--- src/rtl/operand_loader.sv ---
// rtl/operand_loader.sv - two-button operand entry FSM with synchronizers, debouncers and registered outputs
module operand_loader #(
  parameter int          DEB_WIDTH = 17,
  parameter int unsigned DEB_LIMIT = 120000
) (
  input  logic       clk_in,
  input  logic       rst_n,
  input  logic [3:0] sw,
  input  logic       op_sw,
  input  logic       btn_load,
  input  logic       btn_clr,
  output logic [3:0] out_a,
  output logic [3:0] out_b,
  output logic       out_op,
  output logic       ready,
  output logic [1:0] phase
);

  typedef enum logic [1:0] {
    S_A   = 2'b00,
    S_B   = 2'b01,
    S_RDY = 2'b10
  } state_t;

  localparam logic [DEB_WIDTH-1:0] LIM_M1  = DEB_WIDTH'(DEB_LIMIT - 1);
  localparam logic [DEB_WIDTH-1:0] CNT_MAX = '1;

  // Index 0 is the load button, index 1 is the clear button.
  logic [3:0]           r_sw_s1, r_sw_s2;
  logic                 r_op_s1, r_op_s2;
  logic [1:0]           r_btn_s1, r_btn_s2;
  logic [1:0]           r_deb, r_deb_q, r_pulse;
  logic [DEB_WIDTH-1:0] r_cnt [2];

  state_t     r_state, w_state_nxt;
  logic [3:0] r_a, r_b, w_a_nxt, w_b_nxt;
  logic       r_op, r_ready, w_op_nxt, w_ready_nxt;
  logic       w_load_p, w_clr_p;

  assign w_load_p = r_pulse[0];
  assign w_clr_p  = r_pulse[1];

  always_ff @(posedge clk_in or negedge rst_n) begin
    if (!rst_n) begin
      r_sw_s1  <= '0;
      r_sw_s2  <= '0;
      r_op_s1  <= 1'b0;
      r_op_s2  <= 1'b0;
      r_btn_s1 <= '0;
      r_btn_s2 <= '0;
    end else begin
      r_sw_s1  <= sw;
      r_sw_s2  <= r_sw_s1;
      r_op_s1  <= op_sw;
      r_op_s2  <= r_op_s1;
      r_btn_s1 <= {btn_clr, btn_load};
      r_btn_s2 <= r_btn_s1;
    end
  end

  // A level is accepted only after DEB_LIMIT consecutive mismatching samples.
  always_ff @(posedge clk_in or negedge rst_n) begin
    if (!rst_n) begin
      r_deb   <= '0;
      r_deb_q <= '0;
      r_pulse <= '0;
      for (int i = 0; i < 2; i++) r_cnt[i] <= '0;
    end else begin
      for (int i = 0; i < 2; i++) begin
        if (r_btn_s2[i] == r_deb[i]) begin
          r_cnt[i] <= '0;
        end else if (r_cnt[i] >= LIM_M1) begin
          r_deb[i] <= r_btn_s2[i];
          r_cnt[i] <= '0;
        end else if (r_cnt[i] != CNT_MAX) begin
          r_cnt[i] <= r_cnt[i] + 1'b1;
        end
      end
      r_deb_q <= r_deb;
      r_pulse <= r_deb & ~r_deb_q;
    end
  end

  always_ff @(posedge clk_in or negedge rst_n) begin
    if (!rst_n) r_state <= S_A;
    else        r_state <= w_state_nxt;
  end

  always_comb begin
    w_state_nxt = r_state;
    if (w_clr_p) begin
      w_state_nxt = S_A;
    end else begin
      case (r_state)
        S_A:     if (w_load_p) w_state_nxt = S_B;
        S_B:     if (w_load_p) w_state_nxt = S_RDY;
        S_RDY:   w_state_nxt = S_RDY;
        default: w_state_nxt = S_A;
      endcase
    end
  end

  always_comb begin
    w_a_nxt     = r_a;
    w_b_nxt     = r_b;
    w_op_nxt    = r_op;
    w_ready_nxt = r_ready;
    if (w_clr_p) begin
      w_a_nxt     = '0;
      w_b_nxt     = '0;
      w_op_nxt    = 1'b0;
      w_ready_nxt = 1'b0;
    end else if (w_load_p) begin
      case (r_state)
        S_A: w_a_nxt = r_sw_s2;
        S_B: begin
          w_b_nxt     = r_sw_s2;
          w_op_nxt    = r_op_s2;
          w_ready_nxt = 1'b1;
        end
        S_RDY:   w_op_nxt = r_op_s2;
        default: w_ready_nxt = r_ready;
      endcase
    end
  end

  always_ff @(posedge clk_in or negedge rst_n) begin
    if (!rst_n) begin
      r_a     <= '0;
      r_b     <= '0;
      r_op    <= 1'b0;
      r_ready <= 1'b0;
    end else begin
      r_a     <= w_a_nxt;
      r_b     <= w_b_nxt;
      r_op    <= w_op_nxt;
      r_ready <= w_ready_nxt;
    end
  end

  assign out_a  = r_a;
  assign out_b  = r_b;
  assign out_op = r_op;
  assign ready  = r_ready;
  assign phase  = r_state;

endmodule

--- config.mk ---
export PLATFORM = sky130hd
export DESIGN_NAME = operand_loader
export DESIGN_NICKNAME = d
export VERILOG_FILES = /design/src/rtl/operand_loader.sv
export SDC_FILE = /design/constraint.sdc
export NUM_CORES = 1
export LEC_CHECK = 0
export ABC_AREA = 1
export CORE_MARGIN = 4
export CORE_UTILIZATION = 25
export CTS_BUF_LIST = sky130_fd_sc_hd__clkbuf_2
export DETAILED_ROUTE_END_ITERATION = 8
export DONT_BUFFER_PORTS = 1
export SLEW_MARGIN = 0
export SYNTH_ARGS = -nofsm -noshare
export SYNTH_HDL_FRONTEND = slang
export SYNTH_SLANG_ARGS = --single-unit
--- constraint.sdc ---
create_clock -name clk_in -period 3.13 [get_ports clk_in]
set_input_delay 0.939 -clock clk_in [delete_from_list [all_inputs] [get_ports clk_in]]
set_output_delay 0.939 -clock clk_in [all_outputs]
set_load 0.05 [all_outputs]
# ---- Yosys cells after proc, flatten, opt, wreduce, memory -nomap -nowiden
# Cells that the tools add are included.
# Widths: inputs -> output; s select.
dict set report totals {
  ff_bits 66
  inputBits 9
  out_inout_bits 12
  elab_cells 69
}
dict set report op_classes {
  addsub 2
  n_lt_le_gt_ge 2
  eq_ne 8
  mux 22
  bitwise 4
  reduce_logical 14
}
# cell n
set ops {}
lappend ops {{$mux 17} 6}
lappend ops {{$add 17x1->17 const B} 2}
lappend ops {{$ge 17x17->1 const B} 2}
lappend ops {{$ne 17x17->1 const B} 2}
lappend ops {{$mux 4} 6}
lappend ops {{$reduce_and 2->1} 6}
lappend ops {{$reduce_bool 2->1} 4}
lappend ops {{$mux 1} 6}
lappend ops {{$mux 2} 3}
lappend ops {{$ne 3x3->1 const B} 2}
lappend ops {{$pmux 2 s3} 1}
lappend ops {{$reduce_bool 3->1} 2}
lappend ops {{$and 2x2->2} 1}
lappend ops {{$eq 1x1->1} 2}
lappend ops {{$eq 2x1->1 const B} 1}
lappend ops {{$eq 2x2->1 const B} 1}
lappend ops {{$logic_not 2->1} 1}
lappend ops {{$not 1->1} 2}
lappend ops {{$not 2->2} 1}
lappend ops {{$reduce_or 2->1} 1}

# ---- Logic depth before layout (Yosys ltp)
dict set report depth {
  depth_word 5
  ltp_mapped 14
  ltp_nobuf 13
}

# ---- Worst setup path after synthesis
# Ideal clock, no wire load.
dict set report synth_path {
  kind {register -> register}
  start {register r_cnt[17] (netlist bit)}
  end {register r_cnt[28] (netlist bit)}
  setup_time_ns 0.121
  arrival_time_ns 1.969
  required_ns 3.009
  setup_slack_ns 1.040
  stages_incl_launch_ff 14
  path_buffers 1
  synth_period_minus_slack_ns 2.090
  cell_sequence {dfrtp_1 -> ha_1 -> nand2_1 -> nor3_1 -> nand2_1 -> nor4_1 -> ha_1 -> buf_2 -> clkinv_2 -> nand4_2 -> nor2_4 -> nand2_1 -> xor2_1 -> nor2_1}
}
dict set report synth_between {
  elab_chain_len 4
  word_cells_on_any_way 7
  cone_classes {add/sub: 1; order compare: 1; eq/ne: 1; mux: 3; reduce/logical: 1}
}
# item line_no
set synth_lines {}
lappend synth_lines {{start, declared} 33} ;# logic [DEB_WIDTH-1:0] r_cnt [2];
lappend synth_lines {{start signal, assigned by index} 76} ;# r_cnt[i] <= r_cnt[i] + 1'b1;
lappend synth_lines {{$add 17x1->17} 76}
lappend synth_lines {{$mux 17} 75} ;# end else if (r_cnt[i] != CNT_MAX) begin
lappend synth_lines {{$mux 17} 72} ;# end else if (r_cnt[i] >= LIM_M1) begin
lappend synth_lines {{$mux 17} 70} ;# if (r_btn_s2[i] == r_deb[i]) begin
# Parallel ways exist; a longest one is shown, timed or not. The select of a mux whose other input is x is not followed.
# A chain may end at the register's enable or synchronous reset.

# ---- Final worst setup path
dict set report layout_path {
  start {register r_cnt[0] (netlist bit)}
  end {register r_cnt[4] (netlist bit)}
}
# The elaborated chain is that of the path after synthesis.

==> results.py <==
metrics = {
    "clocking": {
        "post_cts_buffers": 0,
        "clk_pin_slew_ns": 0.21,
        "cts_tree": "done",
        "post_cts_resized": 0,
        "clkLatencyLatePin_ns": 0.51,
        "clockRootBuffer": "clkbuf_2",
        "ctsHtreeMaxLevel": 3,
        "cts_made_buffers": 9,
        "hold_buffers": 0,
        "cts.sinks": 66,
        "clk_path_buf_depth": 2,
    },
    "sta": {
        "grt_setup_unrepaired": "false",
        "finalCriticalPeriod_ns": 2.49,
        "period_share_pct": 79.6,
        "setup_viol": 0,
        "tns_ns": 0,
        "finalClockSkew_ns": 0.0302,
        "slew_headroom_pct": 59.5,
        "finalHoldViolCount": 0,
        "worst_pin_slew_ns": 0.606,
        "max_freq_mhz": 401,
        "maxSlewViolCount": 0,
    },
    "synthesis": {
        "yosys.area_share.simple_pct": 28.9,
        "synth_top_family_by_area": "simple AND/OR/NAND/NOR gates",
        "synth_nets": 368,
        "ys_ff_latch": 66,
        "synth_ff_type": "dfrtp_1",
        "postSynthCellCount": 353,
        "seq_area_frac_synth_pct": 51.5,
        "avgSynthCellArea_um2": 9.08,
        "synth_warnings": 0,
        "synth_xor_area_share_pct": 5.19,
        "synth_compound_area_share_pct": 5.08,
        "synth_top_area_share_pct": 51.5,
        "synth_cell_type_count": 36,
        "synth_mux_area_share_pct": 1.25,
        "synth_top_cell_by_area": "dfrtp_1",
        "syn_area_um2": 3200,
        "synthAdderAreaFrac_pct": 2.34,
        "synth-edff-count": 0,
        "synth_area_leaders": "dfrtp_1 52%, nand2_1 7.8%, nor2_1 5.7%, nand3_1 4.4%, nor2_4 4.2%",
        "synth-async-reset-ratio_pct": 100,
    },
    "route": {
        "ant_nets": 0,
        "route.final.wire_length_um": 5900,
        "drc": 0,
        "firstDrtPassIters": 4,
        "vias": 2307,
        "routed_via_density": 4.31,
        "drtIter0Drc": 121,
        "routedWlPerCell_um": 11.0,
    },
    "global_routing": {
        "grt_pass1_wl_um": 10500,
        "grt_max_degree": 67,
        "antenna_found_initial": 0,
        "grtUsageTotal_pct": 8.74,
        "grt_overflow_total": 0,
        "grt_pass1_vias": 2321,
    },
    "placed_design": {
        "place_area_um2": 3370,
        "hpwl_um": 4130,
        "gpl.final_weighted_congestion": 0.842,
        "place.port_buffers": 0,
    },
    "critical_path": {
        "critical_path_arrival_ns": 2.89,
        "required_ns": 3.53,
        "path_class": "flip-flop to flip-flop",
        "worst_setup_path_end_kind": "flip-flop",
        "start_kind": "flip-flop",
        "critPathMaxFanout": 12,
    },
    "pwr": {
        "clock_power_share_pct": 32.7,
        "ir_drop_v": 0.000132,
        "p_seq_share_pct": 64.4,
        "p_leak_nw": 1.47,
        "switchingPower_uw": 376,
        "power_density_nw_per_um2": 394,
        "switching_share_pct": 27.5,
        "intPower_uw": 992,
        "p_comb_share_pct": 2.9,
    },
    "floorplan": {
        "die_w_um": 121,
        "coreArea_um2": 12600,
        "initial_core_util_pct": 25.5,
        "dieArea_um2": 14700,
        "io_pins": 21,
        "rows": 41,
        "die_h_um": 121,
    },
    "cells_and_area": {
        "layout.nets": 373,
        "area_growth_pct": 8.43,
        "postLayoutCellArea_um2": 3470,
        "layout_common_cells": "67 x nand2_1, 66 x dfrtp_1, 49 x nor2_1",
        "drive_above_1_share_pct": 12.9,
        "diodes": 0,
        "final_util_pct": 27.6,
        "final_common_cell": "nand2_1",
    },
    "hold_path": {
        "hold_class": "primary input to asynchronous set/reset pin",
    },
    "status": {
        "status": "completed",
    },
    "job": {
        "cap_violations": 0,
    },
}
[layer usage]
| metal | vias to the layer above | GRT usage (%) | part of all wire [%] | wire length (um) |
|---|---|---|---|---|
| li1 | 1152 | - | - | - |
| met2 | 37 | 14.4 | 48 | 2820 |
| met5 | - | 0 | 0 | 0 |
| met3 | 5 | 3.54 | 4.6 | 273 |
| met1 | 1113 | 10.7 | 47 | 2780 |
| met4 | 0 | 2.10 | 0.58 | 34 |
[synthesized netlist by cell type (2+ instances only)]
master and number:
o31ai_1 2, buf_4 2, a21oi_1 6, nor2_2 7, inv_1 29, inv_2 3, ha_1 6, nand2_1 67
xor2_1 15, nor2_1 49, nand3_1 28, nand3_2 3, dfrtp_1 66, o21ai_0 13, nor3_1 6, xnor2_1 4
nand4_1 10, buf_2 3, o21ai_1 3, mux2i_1 4, nor2_4 12
[stage by stage]
stage          instances  power [mW]  setup WS (ns)  hold WS, ns
2_1_floorplan        353       0.926           1.04        0.331
3_3_place_gp         518       0.930          0.833        0.336
3_5_place_dp         518       0.932          0.684        0.336
4_1_cts              534        1.39          0.639       0.0226
5_1_grt              535        1.43          0.415       0.0170
6_report             535        1.37          0.637        0.102
[state kept, by name, indices dropped and copies added (netlist names), 2 cells and up]
name / cells
phase: 2
r_btn_s2: 2
r_sw_s2: 4
r_sw_s1: 4
r_btn_s1: 2
out_b: 4
r_deb: 2
r_deb_q: 2
out_a: 4
r_cnt: 34
r_pulse: 2
[cell type report]
class	count	area (um2)
fillers	1356	9090
flip-flops and latches	66	1650
multi-input cells	246	1370
well taps	172	215
inverters	34	129
clock inverters	7	53.8
clock buffers	9	45.0
repair buffers	1	10.0
[logic make-up (layout without fill, tap and decap cells)]
logic type                 after synthesis  in the layout
DFF                                     66             66
and+or+nand+nor                        188            188
AOI/OAI and AO/OA                       29             29
muxes                                    4              4
buffers and inverters                   41             51
adders and majority gates                6              6
xor gates and xnor gates                19             19
[worst paths after layout]
path,to,cells past startpoint,from,slack [ns]
setup / recovery,r_cnt[4],11,r_cnt[0],0.64
hold / removal,r_cnt[27],0,rst_n,0.10
setup reg to reg,r_cnt[4],11,r_cnt[0],0.64
hold reg to reg,r_pulse[1],1,r_deb_q[1],0.38
max in group asynchronous,ready,1,rst_n,1.86
min in group clk_in,r_pulse[1],1,r_deb_q[1],0.38
[critical path: stages (launching register included)]
cell	delay [ns]
dfrtp_1	0.46
ha_1	0.21
nand2_1	0.07
nor2_2	0.14
nand2_1	0.08
nor3_1	0.17
ha_1	0.41
inv_1	0.26
and3_1	0.23
nand2_1	0.07
xor2_1	0.24
nor2_4	0.05
[power by group through the flow]
stage / Clock (mW) / Sequential [mW] / Combinational (mW)
2_1_floorplan: 0 / 0.892 / 0.0339
3_3_place_gp: 0 / 0.895 / 0.0354
3_5_place_dp: 0 / 0.895 / 0.0364
4_1_cts: 0.474 / 0.880 / 0.0366
5_1_grt: 0.507 / 0.883 / 0.0449
6_report: 0.447 / 0.880 / 0.0401
Note: power is estimated with default switching activity, not from simulation.
